**config.mk**
```make
export PLATFORM = sky130hd
export DESIGN_NAME = w_scheduler
export DESIGN_NICKNAME = d
export VERILOG_FILES = /design/src/rtl/w_scheduler_pkg.sv /design/src/rtl/w_scheduler_small_sigma.sv /design/src/rtl/w_scheduler.sv
export SDC_FILE = /design/constraint.sdc
export NUM_CORES = 2
export LEC_CHECK = 0
export CAP_MARGIN = 0
export CORE_MARGIN = 8
export CORE_UTILIZATION = 60
export DETAILED_ROUTE_END_ITERATION = 7
export GPL_TIMING_DRIVEN = 1
export PLACE_DENSITY = 0.9
export SYNTH_ARGS = -nofsm -noshare
export SYNTH_HDL_FRONTEND = slang
export SYNTH_SLANG_ARGS = --single-unit
```
**constraint.sdc**
```tcl
create_clock -name axi_aclk -period 39.2 [get_ports axi_aclk]
set_input_delay 5.88 -clock axi_aclk [delete_from_list [all_inputs] [get_ports axi_aclk]]
set_output_delay 5.88 -clock axi_aclk [all_outputs]
set_load 0.02 [all_outputs]
```
**src/rtl/w_scheduler_pkg.sv**
```systemverilog
// Shared constants, state encodings and arithmetic helpers for the SHA-2
// message-schedule expander.
package w_scheduler_pkg;

  localparam int BLOCK512_WORDS  = 64;
  localparam int BLOCK1024_WORDS = 80;
  localparam int MSG_WORDS       = 16;

  localparam logic [0:0] ST_LOAD   = 1'b0;
  localparam logic [0:0] ST_EXPAND = 1'b1;

  // Small sigma rotation/shift amounts, SHA-224/256 family
  localparam int S0_256_ROT_A = 7;
  localparam int S0_256_ROT_B = 18;
  localparam int S0_256_SHR   = 3;
  localparam int S1_256_ROT_A = 17;
  localparam int S1_256_ROT_B = 19;
  localparam int S1_256_SHR   = 10;

  // Small sigma rotation/shift amounts, SHA-384/512 family
  localparam int S0_512_ROT_A = 1;
  localparam int S0_512_ROT_B = 8;
  localparam int S0_512_SHR   = 7;
  localparam int S1_512_ROT_A = 19;
  localparam int S1_512_ROT_B = 61;
  localparam int S1_512_SHR   = 6;

  function automatic logic [31:0] rotr32(input logic [31:0] x, input int n);
    return (x >> n) | (x << (32 - n));
  endfunction

  function automatic logic [63:0] rotr64(input logic [63:0] x, input int n);
    return (x >> n) | (x << (64 - n));
  endfunction

  // Four-operand modular add; 32-bit mode drops carries out of bit 31.
  function automatic logic [63:0] madd_32_64(input logic mode64,
                                             input logic [63:0] a,
                                             input logic [63:0] b,
                                             input logic [63:0] c,
                                             input logic [63:0] d);
    logic [63:0] sum;
    sum = a + b + c + d;
    return mode64 ? sum : {32'h0, sum[31:0]};
  endfunction

endpackage

```
**src/rtl/w_scheduler_small_sigma.sv**
```systemverilog
// Combinational SHA-2 small sigma: sel=0 gives s0, sel=1 gives s1, for either
// the 32-bit or the 64-bit word family.
module w_scheduler_small_sigma
  import w_scheduler_pkg::*;
(
  input  logic        mode64,
  input  logic        sel,
  input  logic [63:0] data,
  output logic [63:0] result
);

  logic [31:0] d32;
  logic [31:0] s0_32;
  logic [31:0] s1_32;
  logic [63:0] s0_64;
  logic [63:0] s1_64;

  always_comb begin
    d32   = data[31:0];
    s0_32 = rotr32(d32, S0_256_ROT_A) ^ rotr32(d32, S0_256_ROT_B) ^ (d32 >> S0_256_SHR);
    s1_32 = rotr32(d32, S1_256_ROT_A) ^ rotr32(d32, S1_256_ROT_B) ^ (d32 >> S1_256_SHR);
    s0_64 = rotr64(data, S0_512_ROT_A) ^ rotr64(data, S0_512_ROT_B) ^ (data >> S0_512_SHR);
    s1_64 = rotr64(data, S1_512_ROT_A) ^ rotr64(data, S1_512_ROT_B) ^ (data >> S1_512_SHR);
    result = '0;
    if (mode64) begin
      result = sel ? s1_64 : s0_64;
    end else begin
      result = {32'h0, (sel ? s1_32 : s0_32)};
    end
  end

endmodule

```
**src/rtl/w_scheduler.sv**
```systemverilog
// SHA-2 message-schedule expander: passes the 16 message words straight through
// to the HCU, then generates W16..W(R-1) from a 16-word sliding window.
module w_scheduler
  import w_scheduler_pkg::*;
#(
  parameter int S_AXIS_DATA_WIDTH = 64,
  parameter int M_AXIS_DATA_WIDTH = 64
) (
  input  logic                         axi_aclk,
  input  logic                         axi_resetn,
  input  logic [1:0]                   sha_type,
  input  logic                         en,
  input  logic [S_AXIS_DATA_WIDTH-1:0] s_axis_tdata,
  input  logic                         s_axis_tvalid,
  output logic                         s_axis_tready,
  input  logic                         s_axis_tlast,
  output logic [M_AXIS_DATA_WIDTH-1:0] m_axis_tdata,
  output logic                         m_axis_tvalid,
  input  logic                         m_axis_tready,
  output logic                         m_axis_tlast,
  output logic                         proto_err
);

  // Handshakes: a word moves on a port in a cycle where both tvalid and tready
  // are high at the rising edge. In LOAD the input and output handshakes are
  // the same event (pass-through); in EXPAND only the output side moves.

  logic [0:0]  state;
  logic [6:0]  t;
  logic        mode64;
  logic [63:0] win [MSG_WORDS];

  logic        go;
  logic        mode_eff;
  logic [6:0]  last_t;
  logic [63:0] in_word;
  logic [63:0] s0_out;
  logic [63:0] s1_out;
  logic [63:0] expand_word;
  logic [63:0] shift_word;
  logic        hs_in;
  logic        hs_exp;
  logic        unused_sha_type;

  assign unused_sha_type = sha_type[0];

  // en only gates the first word of a block; a started block always finishes.
  assign go       = en | (t != 7'd0);
  assign mode_eff = (t == 7'd0) ? sha_type[1] : mode64;
  assign last_t   = mode64 ? 7'(BLOCK1024_WORDS - 1) : 7'(BLOCK512_WORDS - 1);
  assign in_word  = mode_eff ? 64'(s_axis_tdata) : {32'h0, s_axis_tdata[31:0]};

  w_scheduler_small_sigma u_sigma0 (
    .mode64 (mode64),
    .sel    (1'b0),
    .data   (win[1]),
    .result (s0_out)
  );

  w_scheduler_small_sigma u_sigma1 (
    .mode64 (mode64),
    .sel    (1'b1),
    .data   (win[14]),
    .result (s1_out)
  );

  assign expand_word = madd_32_64(mode64, s1_out, win[9], s0_out, win[0]);
  assign shift_word  = (state == ST_LOAD) ? in_word : expand_word;

  always_comb begin
    s_axis_tready = 1'b0;
    m_axis_tvalid = 1'b0;
    m_axis_tlast  = 1'b0;
    m_axis_tdata  = M_AXIS_DATA_WIDTH'(shift_word);
    if (axi_resetn) begin
      if (state == ST_LOAD) begin
        s_axis_tready = m_axis_tready & go;
        m_axis_tvalid = s_axis_tvalid & go;
      end else begin
        m_axis_tvalid = 1'b1;
        m_axis_tlast  = (t == last_t);
      end
    end
  end

  assign hs_in  = s_axis_tvalid & s_axis_tready;
  assign hs_exp = (state == ST_EXPAND) & m_axis_tvalid & m_axis_tready;

  always_ff @(posedge axi_aclk) begin
    if (!axi_resetn) begin
      state     <= ST_LOAD;
      t         <= 7'd0;
      mode64    <= 1'b0;
      proto_err <= 1'b0;
      for (int i = 0; i < MSG_WORDS; i++) begin
        win[i] <= '0;
      end
    end else begin
      proto_err <= 1'b0;
      if (hs_in || hs_exp) begin
        for (int i = 0; i < MSG_WORDS - 1; i++) begin
          win[i] <= win[i + 1];
        end
        win[MSG_WORDS - 1] <= shift_word;
      end
      if (hs_in) begin
        if (t == 7'd0) begin
          mode64 <= sha_type[1];
        end
        // tlast is only checked; word counting carries on regardless.
        proto_err <= s_axis_tlast ^ (t == 7'(MSG_WORDS - 1));
        if (t == 7'(MSG_WORDS - 1)) begin
          state <= ST_EXPAND;
        end
        t <= t + 7'd1;
      end else if (hs_exp) begin
        if (t == last_t) begin
          state <= ST_LOAD;
          t     <= 7'd0;
        end else begin
          t <= t + 7'd1;
        end
      end
    end
  end

endmodule
```
==> impl_metrics.py <==
metrics = {
    "yosys": {
        "ys_warn_count": 0,
        "synth.largest_area_cell": "edfxtp_1",
        "synth.top_cells.by_area": "edfxtp_1, and2_1, fa_1, xnor2_1, inv_1",
        "synth.most_common_cell": "and2_1",
        "ys_seq_area_share_pct": 61.4,
        "syn_area_mm2": 0.0504,
        "synth_commonest_cells": "and2_1, edfxtp_1, inv_1",
        "synth_flop_cell": "edfxtp_1",
        "synth_edf_count": 1024,
        "synth_fp_nets": 4175,
        "ys_ff_latch": 1034,
        "syn_area_per_cell_um2": 12.9,
        "post-synth-top-area-fraction_pct": 61.0,
        "async_flop_share_pct": 0,
        "syn_inst": 3912,
        "synth_cell_types": 59,
    },
    "timing": {
        "hold_violations": 0,
        "slew_headroom_pct": 16.2,
        "fmax_mhz": 72.1,
        "fin_crit_sh_pct": 35.4,
        "grt_setup_unrepaired": "false",
        "setup_ws_ns": 25.34,
        "worst_pin_slew_ns": 1.26,
        "finalSetupViolCount": 0,
        "fin_skew_ns": 0.0273,
        "finalCriticalPeriod_ns": 13.86,
        "final_max_slew_viol_count": 0,
        "tns_ns": 0,
    },
    "worst_setup_path": {
        "worst_ep_arrival_time_ns": 7.98,
        "r2r_setup_slack_ns": 32.56,
        "reg2reg_from": "mode64",
        "crit_required_ns": 33.32,
        "cp_max_fo": 34,
        "end_kind": "output pin",
        "reg2reg_to": "win[1][509]",
        "start_kind": "input pin",
        "r2r_cells": 20,
        "path_class": "in2out",
    },
    "grt": {
        "antenna_found_initial": 6,
        "grt_pass1_vias": 28500,
        "grt_max_degree": 297,
        "grt_usage_pct": 24.4,
        "grt-ovfl-total": 0,
        "grt_pass1_wl_mm": 173,
    },
    "cts": {
        "clock_sinks": 1034,
        "ctsLongestPathBuffers": 3,
        "cts-root-buf": "clkbuf_16",
        "tritoncts": "yes",
        "cts_resized": 0,
        "ctsHoldBuffers": 0,
        "cts_made_buffers": 99,
        "clk_latency_ns": 0.67,
        "cts_setup_buffers": 0,
        "clk_pin_slew_ns": 0.06,
        "htree_levels": 3,
    },
    "placement": {
        "gp_congestion": 0.963,
        "numPortBuffers": 138,
        "place_ws_ns": 25.36,
        "place.detailed.hpwl_mm": 79.5,
    },
    "pwr": {
        "max-vdd-ir-drop_mv": 0.0451,
        "p_per_area_mw_per_mm2": 51.9,
        "sequentialPowerShare_pct": 46.3,
        "p_int_mw": 2.03,
        "p_sw_share_pct": 29.8,
        "comb_power_share_pct": 21.3,
        "power.switching_mw": 0.860,
        "clockPowerShare_pct": 32.4,
        "p_leak_nw": 21.5,
    },
    "routing": {
        "first_iter_violations": 3289,
        "drtAntennaViolNets": 0,
        "drt-wirelength-per-cell_um": 22.8,
        "via_per_inst": 5.65,
        "vias": 28800,
        "wirelength_mm": 116,
        "first_pass_iters": 5,
        "drc": 0,
    },
    "flow_run": {
        "maxCapViolCount": 0,
    },
    "min_path": {
        "hold_end": "t[1]",
        "whs_path_depth": 2,
        "hold_class": "reg2reg",
        "min_from": "t[1]",
    },
    "die": {
        "coreArea_mm2": 0.0834,
        "die-area_mm2": 0.0936,
        "die_y_um": 306,
        "io_pins": 140,
        "die_w_um": 306,
        "start_util_pct": 60.5,
        "rows": 106,
    },
    "cells_and_area": {
        "regArea_mm2": 0.0310,
        "multi_input_area_mm2": 0.0175,
        "fill_cells": 5485,
        "finalNetCount": 4198,
        "drive_gt1_share_pct": 5.26,
        "syn2layout_area_growth_pct": 10.4,
    },
    "run_status": {
        "outcome": "complete, no violations",
    },
}
==> power by group through the flow <==
stage | Combinational (mW) | Sequential (mW) | Clock [mW]
after floorplan | 0.415 | 1.39 | 0
after global placement | 0.596 | 1.35 | 0
after detailed placement | 0.598 | 1.36 | 0
after CTS | 0.605 | 1.34 | 0.948
after global routing | 0.666 | 1.34 | 0.987
final | 0.616 | 1.34 | 0.937
==> kinds of logic after synthesis <==
logic type / after synthesis / synth area share (%)
fa+ha+maj: 191 / 6.61
xor+xnor: 384 / 6.67
flops: 1034 / 61.4
compound gates: 356 / 4.66
buf+inv: 534 / 4.00
simple gates: 1379 / 16.0
mux: 34 / 0.744
==> registers in the layout, indices dropped and copies added, names as in the netlist <==
signal,cells
win,1024
t,7
mode64,1
proto_err,1
state,1
==> through the flow <==
step	hold WS, ns	cell area [um^2]	utilization, %	total power, mW	cells
2_1_floorplan	0.462	50400	-	1.81	3912
3_3_place_gp	0.482	52500	63.0	1.95	4914
3_5_place_dp	0.495	52500	63.0	1.96	4914
4_1_cts	0.503	55700	66.7	2.89	5089
5_1_grt	0.521	55700	66.7	2.99	5089
6_report	0.507	55700	66.7	2.89	5091
==> worst max-delay path, cell delays in order <==
cell and delay [ns]:
clkdlybuf4s50_1 0.42, mux2i_1 0.17, nor2_2 0.04, buf_4 0.29, nand2_1 0.11, o311ai_0 0.13
or3_1 0.36, clkdlybuf4s50_1 0.57
==> area by class of cell <==
class,instances,area share [%]
clock inverter,57,1.06
inverter,291,1.96
sequential,1034,55.6
antenna,2,0.00899
tap,1080,2.43
multi-input combinational,2344,31.4
timing repair buffer,165,2.92
clock buffer,118,4.62
==> how the worst max path moves through the flow <==
stage                startpoint               end  cells after the start
finish              sha_type[1]  m_axis_tdata[59]                      8
global route             mode64  m_axis_tdata[61]                     21
CTS                 sha_type[1]  m_axis_tdata[59]                      8
detailed placement  sha_type[1]  m_axis_tdata[59]                      8
global placement    sha_type[1]  m_axis_tdata[59]                      8
floorplan            axi_resetn              t[4]                      7
==> layout by cell type (no fill, tap or decap), types with 19 or more instances in the layout <==
cell,Yosys,final
a21o_1,24,24
ha_1,65,65
xor2_1,112,112
clkbuf_16,0,100
o21ai_0,63,63
nand3_1,19,19
mux2_2,28,28
nor2_1,107,106
nand4_1,32,32
edfxtp_1,1024,1024
a21oi_1,123,123
xnor2_1,272,272
a22o_1,48,48
nand2_1,106,105
buf_4,1,24
clkdlybuf4s50_1,0,137
and2_1,1050,1050
inv_1,291,291
fa_1,126,126
nor3_1,21,21
==> per-layer routing <==
layer / vias up / part of all wire, % / track usage (%)
met5: - / 0 / 0
met4: 0 / 3.5 / 8.44
met3: 220 / 9.0 / 4.73
met2: 1262 / 45 / 37.1
li1: 13200 / - / -
met1: 14100 / 43 / 35.5
Power figures use the tool's default switching activity.
